===== config.mk =====
export PLATFORM = sky130hd
export DESIGN_NAME = seg7_sequence_monitor
export DESIGN_NICKNAME = d
export VERILOG_FILES = /design/src/rtl/seg7_sequence_monitor_pkg.sv /design/src/rtl/seg7_decode.sv /design/src/rtl/seg7_sequence_monitor.sv
export SDC_FILE = /design/constraint.sdc
export NUM_CORES = 1
export LEC_CHECK = 0
export CORE_MARGIN = 2
export CORE_UTILIZATION = 35
export CTS_CLUSTER_SIZE = 8
export DETAILED_ROUTE_END_ITERATION = 8
export PLACE_DENSITY_LB_ADDON = 0.12
export SYNTH_ARGS = -nofsm -noshare
export SYNTH_HDL_FRONTEND = slang
export SYNTH_SLANG_ARGS = --single-unit
export TNS_END_PERCENT = 50

===== constraint.sdc =====
create_clock -name clock_in -period 3.2 [get_ports clock_in]
set_clock_uncertainty 0.2 [all_clocks]
set_input_delay 0.32 -clock clock_in [delete_from_list [all_inputs] [get_ports clock_in]]
set_output_delay 0.32 -clock clock_in [all_outputs]
set_load 0.005 [all_outputs]

===== src/rtl/seg7_sequence_monitor_pkg.sv =====
// Shared definitions for the 7-segment receive-side checker: segment code table,
// monitor state encoding and the BCD wrap helper.
package seg7_sequence_monitor_pkg;

   // Active-low {g..a} codes, identical to the table the display encoder drives
   localparam logic [6:0] SEG_0 = 7'h40;
   localparam logic [6:0] SEG_1 = 7'h79;
   localparam logic [6:0] SEG_2 = 7'h24;
   localparam logic [6:0] SEG_3 = 7'h30;
   localparam logic [6:0] SEG_4 = 7'h19;
   localparam logic [6:0] SEG_5 = 7'h12;
   localparam logic [6:0] SEG_6 = 7'h02;
   localparam logic [6:0] SEG_7 = 7'h78;
   localparam logic [6:0] SEG_8 = 7'h00;
   localparam logic [6:0] SEG_9 = 7'h10;

   localparam logic [3:0] DIGIT_MAX = 4'd9;

   typedef enum logic {
      SEEK   = 1'b0,
      LOCKED = 1'b1
   } mon_state_t;

   function automatic logic [3:0] next_digit(input logic [3:0] d);
      return (d == DIGIT_MAX) ? 4'd0 : (d + 4'd1);
   endfunction

endpackage


===== src/rtl/seg7_decode.sv =====
// Combinational lookup from an active-low 7-segment pattern to {valid, BCD digit}.
// Any pattern outside the ten legal codes reports valid=0 and digit 0.
module seg7_decode
   import seg7_sequence_monitor_pkg::*;
(
   input  logic [6:0] seg_n,
   output logic       valid,
   output logic [3:0] digit
);

   // Table lookup; unknown patterns fall through to the invalid default
   always_comb begin
      valid = 1'b1;
      digit = 4'd0;
      case (seg_n)
         SEG_0:   digit = 4'd0;
         SEG_1:   digit = 4'd1;
         SEG_2:   digit = 4'd2;
         SEG_3:   digit = 4'd3;
         SEG_4:   digit = 4'd4;
         SEG_5:   digit = 4'd5;
         SEG_6:   digit = 4'd6;
         SEG_7:   digit = 4'd7;
         SEG_8:   digit = 4'd8;
         SEG_9:   digit = 4'd9;
         default: begin
            valid = 1'b0;
            digit = 4'd0;
         end
      endcase
   end

endmodule


===== src/rtl/seg7_sequence_monitor.sv =====
// Receive-side checker for the BCD display link: samples the pattern on each strobe
// falling edge, checks the 0..9 wrap sequence, counts errors and flags a stalled link.
module seg7_sequence_monitor
   import seg7_sequence_monitor_pkg::*;
#(
   parameter int SYNC_STAGES = 2,
   parameter int TIMEOUT     = 60000000,
   parameter int LOCK_LOSS   = 3,
   parameter int ERR_W       = 8
) (
   input  logic             clock_in,
   input  logic             reset,
   input  logic [6:0]       seg_n,
   input  logic             strobe,
   input  logic             clear_err,
   output logic [3:0]       digit,
   output logic             digit_valid,
   output logic             sample_pulse,
   output logic             seq_error,
   output logic             locked,
   output logic             stalled,
   output logic [ERR_W-1:0] err_count
);

   localparam int CNT_W  = (TIMEOUT > 1) ? $clog2(TIMEOUT) : 1;
   localparam int MISS_W = $clog2(LOCK_LOSS + 1);
   localparam logic [CNT_W-1:0]  CNT_LAST   = CNT_W'(TIMEOUT - 1);
   localparam logic [MISS_W-1:0] MISS_LIMIT = MISS_W'(LOCK_LOSS);

   logic [SYNC_STAGES-1:0][6:0] seg_sync_r;
   logic [SYNC_STAGES-1:0]      strobe_sync_r;
   logic                        strobe_prev_r;
   logic [6:0]                  seg_synced_s;
   logic                        fall_s;
   logic                        dec_valid_s;
   logic [3:0]                  dec_digit_s;

   mon_state_t       state_r, state_next;
   logic [3:0]       expected_r, expected_next;
   logic [MISS_W-1:0] miss_r, miss_next;
   logic [CNT_W-1:0] cnt_r, cnt_next;
   logic             stalled_r, stalled_next;
   logic [ERR_W-1:0] err_count_r, err_next;
   logic [3:0]       digit_r, digit_next;
   logic             digit_valid_r, valid_next;
   logic             sample_pulse_r, pulse_next;
   logic             seq_error_r, seqerr_next;
   logic             locked_r;
   logic             err_inc_s;

   assign seg_synced_s = seg_sync_r[SYNC_STAGES-1];
   assign fall_s       = strobe_prev_r & ~strobe_sync_r[SYNC_STAGES-1];

   // Input synchronizer chains and strobe edge history
   always_ff @(posedge clock_in or negedge reset) begin
      if (!reset) begin
         seg_sync_r    <= '0;
         strobe_sync_r <= '0;
         strobe_prev_r <= 1'b0;
      end else begin
         seg_sync_r    <= {seg_sync_r[SYNC_STAGES-2:0], seg_n};
         strobe_sync_r <= {strobe_sync_r[SYNC_STAGES-2:0], strobe};
         strobe_prev_r <= strobe_sync_r[SYNC_STAGES-1];
      end
   end

   seg7_decode u_decode (
      .seg_n (seg_synced_s),
      .valid (dec_valid_s),
      .digit (dec_digit_s)
   );

   // Sample processing, sequence tracking and stall timeout
   always_comb begin
      state_next    = state_r;
      expected_next = expected_r;
      miss_next     = miss_r;
      cnt_next      = cnt_r;
      stalled_next  = stalled_r;
      digit_next    = digit_r;
      valid_next    = digit_valid_r;
      pulse_next    = 1'b0;
      seqerr_next   = 1'b0;
      err_inc_s     = 1'b0;
      if (fall_s) begin
         pulse_next   = 1'b1;
         cnt_next     = '0;
         stalled_next = 1'b0;
         valid_next   = dec_valid_s;
         if (dec_valid_s) begin
            digit_next = dec_digit_s;
         end else begin
            digit_next = digit_r;
         end
         case (state_r)
            SEEK: begin
               if (dec_valid_s) begin
                  expected_next = next_digit(dec_digit_s);
                  state_next    = LOCKED;
                  miss_next     = '0;
               end else begin
                  state_next = SEEK;
               end
            end
            LOCKED: begin
               if (dec_valid_s && (dec_digit_s == expected_r)) begin
                  miss_next     = '0;
                  expected_next = next_digit(expected_r);
               end else begin
                  seqerr_next   = 1'b1;
                  err_inc_s     = 1'b1;
                  // A legal but wrong digit re-seeds; garbage keeps the old cadence
                  expected_next = dec_valid_s ? next_digit(dec_digit_s) : next_digit(expected_r);
                  if ((miss_r + MISS_W'(1)) == MISS_LIMIT) begin
                     state_next = SEEK;
                     miss_next  = '0;
                  end else begin
                     miss_next = miss_r + MISS_W'(1);
                  end
               end
            end
            default: begin
               state_next = SEEK;
               miss_next  = '0;
            end
         endcase
      end else if (cnt_r == CNT_LAST) begin
         stalled_next = 1'b1;
         state_next   = SEEK;
         miss_next    = '0;
      end else begin
         cnt_next = cnt_r + CNT_W'(1);
      end
   end

   // Saturating error counter; a clear overrides a coincident increment
   always_comb begin
      err_next = err_count_r;
      if (clear_err) begin
         err_next = '0;
      end else if (err_inc_s && (err_count_r != {ERR_W{1'b1}})) begin
         err_next = err_count_r + ERR_W'(1);
      end else begin
         err_next = err_count_r;
      end
   end

   // State and output registers
   always_ff @(posedge clock_in or negedge reset) begin
      if (!reset) begin
         state_r        <= SEEK;
         expected_r     <= 4'd0;
         miss_r         <= '0;
         cnt_r          <= '0;
         stalled_r      <= 1'b0;
         err_count_r    <= '0;
         digit_r        <= 4'd0;
         digit_valid_r  <= 1'b0;
         sample_pulse_r <= 1'b0;
         seq_error_r    <= 1'b0;
         locked_r       <= 1'b0;
      end else begin
         state_r        <= state_next;
         expected_r     <= expected_next;
         miss_r         <= miss_next;
         cnt_r          <= cnt_next;
         stalled_r      <= stalled_next;
         err_count_r    <= err_next;
         digit_r        <= digit_next;
         digit_valid_r  <= valid_next;
         sample_pulse_r <= pulse_next;
         seq_error_r    <= seqerr_next;
         locked_r       <= (state_next == LOCKED);
      end
   end

   assign digit        = digit_r;
   assign digit_valid  = digit_valid_r;
   assign sample_pulse = sample_pulse_r;
   assign seq_error    = seq_error_r;
   assign locked       = locked_r;
   assign stalled      = stalled_r;
   assign err_count    = err_count_r;

endmodule


==> summary.md <==
| Metric | Value |
|---|---|
| Final Cycle Share | 81.1% |
| Minimum clock period | 2.59 ns |
| Via-to-Cell Ratio | 5.08 |
| Reg area | 1650 um2 |
| Synth Net Count | 326 |
| Syn_area_per_cell | 10.4 um2 |
| CTS Buffer Depth | 2 |
| Critical path's slowest cell | or4_1 |
| Initial antenna violation count | 0 |
| Hold wc startpoint | seg_sync_r[6] |
| Fill cell count | 900 |
| Vias in the first global route | 2304 |
| Clock transition at the registers of the reported paths | 0.08 ns |
| Area Growth Syn to Fin | 19.3% |
| Cell Area, Synth | 3250 um2 |
| Detailed-route via count | 2351 |
| CTS tree | built |
| Critical path required time | 3.27 ns |
| Status | finished, final reports clean |
| Largest net degree at the start of global routing | 30 |
| RR Endpoint | err_count[3] |
| Slew headroom | 59.3% |
| Final wirelength | 6480 um |
| Critical path's top delay family | simple AND/OR/NAND/NOR gates |
| EDFF count, synth | 0 |
| Number of buffers added on ports | 27 |
| Setup slack after layout | 0.606 ns |
| Distinct cells, synth | 64 |
| IO Count | 28 |
| Post-CTS Setup Inserts | 0 |
| Crit start category | flop |
| Power Density | 560 nW/um2 |
| Largest area contributor in the netlist | dfrtp_1 |
| Total grt overflow | 0 |
| Setup WS pre-CTS | 0.626 ns |
| Core Rows | 35 |
| Worst reg-to-reg path cell count | 8 |
| Hold Path Sink | seg_synced_s[6] |
| Post-synthesis cell count | 313 |
| Hold path cells | 0 |
| DIE HEIGHT | 100 um |
| Worst path arrival time | 2.66 ns |
| Initial Util | 35.7% |
| First-pass GRT wire length | 11000 um |
| Async set-or-reset flop fraction in the synthesized netlist | 100% |
| GRT Total Usage | 13.9% |
| Nets | 360 |
| Worst-Margin Slew | 0.610 ns |
| Hold WC Path Type | reg -> reg |
| Hold Worst Slack | 0.148 ns |
| Placer Congestion | 0.811 |
| Share of post-route cells with drive strength above 1 | 12.5% |
| Htree depth | 3 |
| Largest stage delay, worst path | 0.50 ns |
| Root Buffer | clkbuf_8 |
| Register area share after synthesis | 50.7% |
| Core area | 9110 um2 |
| Final setup violating endpoints | 0 |
| Total CTS buffers | 9 |
| DR pass1 iterations | 4 |
| Antenna cells | 0 |
| Max-cap viol count | 0 |
| DRC violations left | 0 |
| Area of the multi-input gates | 1520 um2 |
| Worst-path cell chain | and4bb_4 -> a32oi_2 -> or2_2 -> nand3_2 -> o41ai_2 -> buf_4 -> or4_1 -> a21oi_1 |
| Critical R2R Launch | seg_synced_s[2] |
| Peak supply drop | 415 uV |
| Count of final hold-check violations | 0 |
| Routed WL per cell | 14.0 um |
| 1st-iter DRT viols | 74 |
| Largest cells by area after synthesis | dfrtp_1 (51%), nor2_1 (4.0%), xor2_1 (3.8%) |
| DIE WIDTH | 100 um |
| Unrepaired setup endpoints after global routing | no |
| DP Wirelength | 4580 um |
| CP max FO | 12 |
| Static Leak | 0.00169 uW |
| Clock sink count | 66 |
| Die area | 10100 um2 |
| Setup TNS | 0 ns |
| R2R Setup Slk | 0.61 ns |
| Slew Limit Fails | 0 |
| Share of the synthesized area in the top cell type | 50.7% |
| F_max | 385 MHz |
| Synth warn | 0 |
| Post-route ant nets | 0 |
| Worst Path Class, Setup | reg -> reg |
| Setup crit end kind | flop |
| #FFs+latches synth | 66 |
| Predominant post-synthesis flop cell | dfrtp_1 |
| Buffers & Inverters on Critical Path | 1 |
| Worst-skew pair later-pin latency | 0.35 ns |
==> synth_stat cells, types with 3 or more instances <==
cell type,instances
dfrtp_1,66
nor2_1,35
nand2_1,28
nand3_1,18
a21oi_1,15
xor2_1,14
o21ai_0,12
and3_1,11
nor3_1,8
or3_1,7
xnor2_1,6
inv_1,5
a31oi_1,4
buf_1,4
nand3b_1,4
nand4_1,4
o31ai_1,4
or4_1,4
and2_1,3
clkbuf_1,3
o21ai_1,3
==> through the flow <==
stage	util (%)	total power [uW]	instances	cell area (um2)
6_report	42.6	2170	463	3880
5_1_grt	42.6	2300	463	3880
4_1_cts	42.6	2210	463	3880
3_5_place_dp	40.1	1400	446	3650
3_3_place_gp	40.1	1400	446	3650
2_1_floorplan	-	1270	313	3250
==> routing by layer <==
layer,vias to the layer above,GRT usage (%),routed length [um]
met5,-,0,0
met4,0,5.80,98
met3,10,4.04,197
met2,30,21.8,3010
met1,1129,18.0,3170
li1,1182,-,-
==> layout by cell type, fill, tap and decap left out, drive strengths merged, types with 2 or more instances in the layout <==
cell and count:
a21boi 2, a21oi 15, a22o 2, a31oi 4, a32oi 2, and2 3
and3 11, buf 6, bufinv 3, clkbuf 9, clkdlybuf4s50 26, clkinvlp 3
dfrtp 66, ha 2, inv 8, mux2 3, mux2i 2, nand2 30
nand2b 2, nand3 20, nand3b 5, nand4 4, nor2 36, nor2b 2
nor3 10, nor4 3, nor4b 2, o21ai 15, o22ai 2, o31ai 5
o41ai 2, or3 7, or4 4, xnor2 8, xor2 14
==> registers in the layout, summed over array words and instances (netlist names) <==
signal	count
miss_r	2
strobe_prev_r	1
expected_r	4
locked	1
stalled	1
seq_error	1
cnt_r	26
seg_synced_s	7
sample_pulse	1
seg_sync_r	7
digit	4
digit_valid	1
strobe_sync_r	2
err_count	8
==> what timing repair did <==
item                      CTS  global route
hold buffers                1             0
hold endpoints to repair   24             0
resized for setup           0             0
==> where the power goes <==
group / internal (uW) / switching (uW) / leakage (uW)
Combinational: 200 / 189 / 0.000730
Sequential: 912 / 83.3 / 0.000861
Clock: 443 / 345 / 0.000102
Total: 1560 / 617 / 0.00169
==> worst max-delay path by stage <==
stage	cells after the start	slack, ns	to	from
2_1_floorplan	8	0.84	miss_r[0]	seg_synced_s[2]
3_3_place_gp	8	0.65	err_count[5]	seg_synced_s[2]
3_5_place_dp	8	0.63	err_count[3]	seg_synced_s[2]
4_1_cts	8	0.60	err_count[5]	seg_synced_s[2]
5_1_grt	8	0.47	err_count[5]	seg_synced_s[5]
6_report	8	0.61	err_count[3]	seg_synced_s[2]
==> kinds of logic (layout without fill, tap and decap cells) <==
logic type	count (synthesis)	count (layout)	share of synthesized area (%)
XOR/XNOR	22	22	6.73
AND/OR/NAND/NOR	147	147	25.1
multiplexers	5	5	1.65
adder cells (fa/ha/maj)	2	2	0.769
flip-flops	66	66	50.7
buffers and inverters	17	56	2.69
AO/OA/AOI/OAI	54	54	12.3
==> layout make-up <==
class,instances,share of cell area (%)
well taps,111,3.58
repair buffers,33,8.06
inverters,7,1.03
clock buffers,9,3.19
multi-input cells,230,39.0
flip-flops and latches,66,42.5
clock inverters,7,2.58
Power figures use the tool's default switching activity.
==> RTL edit 1 (config.mk and constraints unchanged) <==
`LOCK_LOSS`: 3 -> 2.
--- a/src/rtl/seg7_sequence_monitor.sv
+++ b/src/rtl/seg7_sequence_monitor.sv
@@ -6,5 +6,5 @@
    parameter int SYNC_STAGES = 2,
    parameter int TIMEOUT     = 60000000,
-   parameter int LOCK_LOSS   = 3,
+   parameter int LOCK_LOSS   = 2,
    parameter int ERR_W       = 8
 ) (
Function: changed (a bounded check fails within 10 cycles, from zero or initial values and one cycle with reset low).
==> RTL edit 1 against the unedited design <==
Cell count rose by 1.9%. Via count increased by 5.9%. Routed wire length grew 8.0%. Synthesized area is essentially flat. Critical path depth did not move. Sequential power decreased by 1%. Design area down 1.3%. Sequential cell count unchanged. Die area about the same. Sequential share of layout area grew 0.56 points. Setup slack lost 0.31 ns. Power shrank 8.5%. Largest power group unchanged.
==> RTL edit 1: results (changes against the unedited design) <==
Static leakage - 0.001625 uW (-4.0%)
Count of non-filler cells in the finished layout - 472 (+1.9%)
CP max stage cell - sky130_fd_sc_hd__or4_1
Post-detailed-placement half-perimeter wirelength - 5.028 mm (+9.9%)
Compound-gate portion of the synthesized area - 12.04% (-0.26 points)
Post-layout net count - 371 (+3.1%)
Max clock buf depth - 2 (unchanged)
Setup slack at placement - 0.3139 ns (-0.3121 ns)
Signal arrival time at the worst endpoint - 2.96 ns (+0.30 ns)
GR Layer Usage met1 - 20.72% (+2.7 points)
Routed length on met1 - 3.180 mm (+0.38%)
Fraction of final layout cells sized beyond drive strength 1 - 10.25% (-2.3 points)
Fraction of synthesized cell area in xor and xnor cells - 5.423% (-1.3 points)
Global-route track usage on met3 - 3.900% (-0.14 points)
Sequential area share after synthesis - 50.77% (about the same)
Met3 wire length - 251 um (+27%)
Synth top area cells - sky130_fd_sc_hd__dfrtp_1 (51%), sky130_fd_sc_hd__nor2_1 (4.3%), sky130_fd_sc_hd__nand3_1 (3.4%), sky130_fd_sc_hd__nand2_1 (3.2%), sky130_fd_sc_hd__xnor2_1 (3.2%)
Status - complete, no violations
First-pass GRT wire length - 12.41 mm (+13%)
Post-Syn Nets - 337 (+3.4%)
Starting DRT DRC Count - 79 (+6.8%)
Antenna violations before repair - 0 (unchanged)
Routed met2 length - 3.451 mm (+15%)
Detailed Route WL - 6.991 mm (+8.0%)
Gpl congestion - 0.9122 (+13%)
Pin count of the biggest net entering global routing - 67 (+120%)
Routing usage on met2 - 24.88% (+3.0 points)
Number of instances in the placed design - 457 (+2.5%)
Count of distinct cell types in the synthesized netlist - 57 (-11%)
Actual transition at the worst max-transition pin - 0.8128 ns (+0.2026 ns)
Vias after detailed routing - 2489 (+5.9%)
Global-route usage over all layers - 15.57% (+1.7 points)
Commonest cells in the synthesized netlist - sky130_fd_sc_hd__dfrtp_1 (66), sky130_fd_sc_hd__nor2_1 (37), sky130_fd_sc_hd__nand2_1 (28)
RTL edit 1: cell types whose count changed after synthesis, moves of 6 or more:
cell                       before  now
sky130_fd_sc_hd__and3_1        11    4
sky130_fd_sc_hd__clkbuf_1       3    9
sky130_fd_sc_hd__xor2_1        14    5
sky130_fd_sc_hd__xnor2_1        6   12
RTL edit 1: worst paths after layout:
path | start | end | slack (ns) | depth (start not counted)
setup / recovery | seg_synced_s[0] | err_count[7] | 0.30 | 8
hold / removal | seg_sync_r[6] | seg_synced_s[6] | 0.14 | 0
setup reg to reg | seg_synced_s[0] | err_count[7] | 0.30 | 8
hold reg to reg | seg_sync_r[6] | seg_synced_s[6] | 0.14 | 0
max in group asynchronous | reset | cnt_r[14] | 1.77 | 3
min in group asynchronous | reset | err_count[2] | 0.50 | 3
RTL edit 1: through the flow:
stage / util, % / total power, uW
6_report: 42.07 / 1987
5_1_grt: 42.07 / 2112
4_1_cts: 42.07 / 2025
3_5_place_dp: 40.05 / 1359
3_3_place_gp: 40.05 / 1352
2_1_floorplan: - / 1229
RTL edit 1: layout make-up:
type	instances	area, um^2
sequential	66	1652
tap	111	138.9
inverter	8	30.03
fill	917	5276
multi-input combinational	238	1510
clock inverter	3	42.54
timing repair buffer	35	327.8
clock buffer	11	131.4
RTL edit 1: power groups by stage:
stage | clock (uW) | sequential (uW) | combinational [uW]
final | 651 | 985 | 351
after detailed placement | 0 | 1000 | 356
after global placement | 0 | 1000 | 351
after global routing | 712 | 1000 | 400
after CTS | 680 | 986 | 359
after floorplan | 0 | 974 | 255
RTL edit 1: repair_timing:
| action | 4_1_cts | 5_1_grt |
|---|---|---|
| gates resized for setup | 0 | 0 |
| hold buffers | 1 | 0 |
| endpoints found under the hold margin | 17 | 0 |
| buffers inserted | 0 | 0 |
| endpoints found under the setup margin | 0 | 0 |
==> RTL edit 2 (same settings) <==
Without the edit above. Register the output `err_count` once more, without a reset; this adds one clock of latency there. The other outputs are not delayed to match.
--- a/src/rtl/seg7_sequence_monitor.sv
+++ b/src/rtl/seg7_sequence_monitor.sv
@@ -181,5 +181,7 @@
    assign locked       = locked_r;
    assign stalled      = stalled_r;
-   assign err_count    = err_count_r;
+   always_ff @(posedge clock_in) begin
+      err_count <= err_count_r;
+   end
 
 endmodule
Function: changed (Yosys sat finds a counterexample within 10 cycles, from zero or initial values and one cycle with reset low).
==> RTL edit 2 against the unedited design <==
The flow now finishes with violations (negative hold slack). Routed wire length rose by 6.8%. Synthesized cell count rose by 3.8%. Maximum frequency fell by 14%. Synthesized area rose by 2.3%. Core utilization rose by 1.1 points. Via count rose by 7.1%. Clock power fell by 4.3%. Global-route usage rose by 0.81 points. Power rose by 1.7%. Design area rose by 4.1%. Sequential cell count rose by 8. Setup slack got worse by 0.41 ns. Largest power group unchanged.
==> RTL edit 2: results (changes against the unedited design) <==
Status - complete, but fails checks
Violated checks - negative hold slack
Design area - 0.004040 mm^2 (+4.1%)
Gpl congestion - 0.8433 (+4.0%)
Post-synthesis cell count - 325 (+3.8%)
Count of distinct cell types in the synthesized netlist - 49 (-23%)
Portion of the clock cycle consumed by the worst path in the final layout - 93.98% (+13 points)
Post-detailed-placement half-perimeter wirelength - 4.564 mm (-0.25%)
Timing endpoint of the critical path - err_count_r[4]
Clock buffers and inverters, area share - 5.079% (-0.69 points)
Async set-or-reset flop fraction in the synthesized netlist - 89.19% (-11 points)
Routing usage on met2 - 21.41% (-0.43 points)
Vias per cell - 5.016 (-1.2%)
Fraction of final layout cells sized beyond drive strength 1 - 11.26% (-1.2 points)
Part of the total power dissipated in the clock network - 34.1% (-2.2 points)
Starting DRT DRC Count - 114 (+54%)
Internal power - 1593 uW (+2.4%)
Signal arrival time at the worst endpoint - 3.07 ns (+0.41 ns)
Buffer count excluding the clock tree in the final layout - 42 (+27%)
Cell Area, Placed - 0.003794 mm^2 (+4.0%)
Worst min path class - in -> async
Worst slew margin relative to its limit - 43.35% (-16 points)
Worst supply voltage drop on vdd - 0.2304 mV (-44%)
Cells on worst reg2reg path - 9 (+1)
Sequential area share after synthesis - 54.42% (+3.7 points)
Vias after detailed routing - 2518 (+7.1%)
Synth top area cells - sky130_fd_sc_hd__dfrtp_1 (50%), sky130_fd_sc_hd__dfxtp_1 (4.8%), sky130_fd_sc_hd__nor2_1 (4.3%), sky130_fd_sc_hd__o21ai_0 (3.2%), sky130_fd_sc_hd__xnor2_1 (2.9%)
Final hold vios - 66 (+66)
GR Layer Usage met1 - 21.23% (+3.2 points)
FF/Latch Area - 0.001812 mm^2 (+9.7%)
Share of the final layout cell area in multi-input gates - 35.40% (-3.6 points)
Post-Syn Nets - 338 (+3.7%)
Compound-gate portion of the synthesized area - 12.63% (+0.32 points)
First-pass GRT wire length - 11.83 mm (+7.7%)
Non-clock inverters - 11 (+4)
Fraction of cell area in non-clock buffers - 9.662% (+1.6 points)
Worst hold margin - -0.04984 ns (-0.1975 ns)
Multiplexer area fraction after synthesis - 1.616% (-0.037 points)
Power in sequential cells - 1100 uW (+11%)
Vias in the first global route - 2422 (+5.1%)
Biggest fanout along the worst timing path - 10 (-2)
Setup slack at placement - 0.1141 ns (-0.5119 ns)
RTL edit 2: cell types whose count changed in the layout (fill, tap and decap cells not counted), moves of 5 or more:
cell	delta
sky130_fd_sc_hd__and3_1	-10
sky130_fd_sc_hd__buf_4	+9
sky130_fd_sc_hd__o21ai_0	+9
sky130_fd_sc_hd__dfxtp_1	+8
sky130_fd_sc_hd__inv_1	+6
sky130_fd_sc_hd__xnor2_1	+5
RTL edit 2: cell families after synthesis:
logic type                 Yosys count
AOI/OAI and AO/OA                   64
xor gates and xnor gates            21
adders and majority gates            2
buffers and inverters               21
DFF                                 74
muxes                                5
and+or+nand+nor                    138
RTL edit 2: routing by layer:
layer  routed length (um)  vias up
met4                  103        0
met2                 3061       49
met1                 3534     1222
met5                    0        -
met3                  217        9
li1                     -     1238
RTL edit 2: repair_timing:
action,in CTS,in global routing
resized for setup,0,1
endpoints found under the setup margin,0,5
setup buffers,0,3
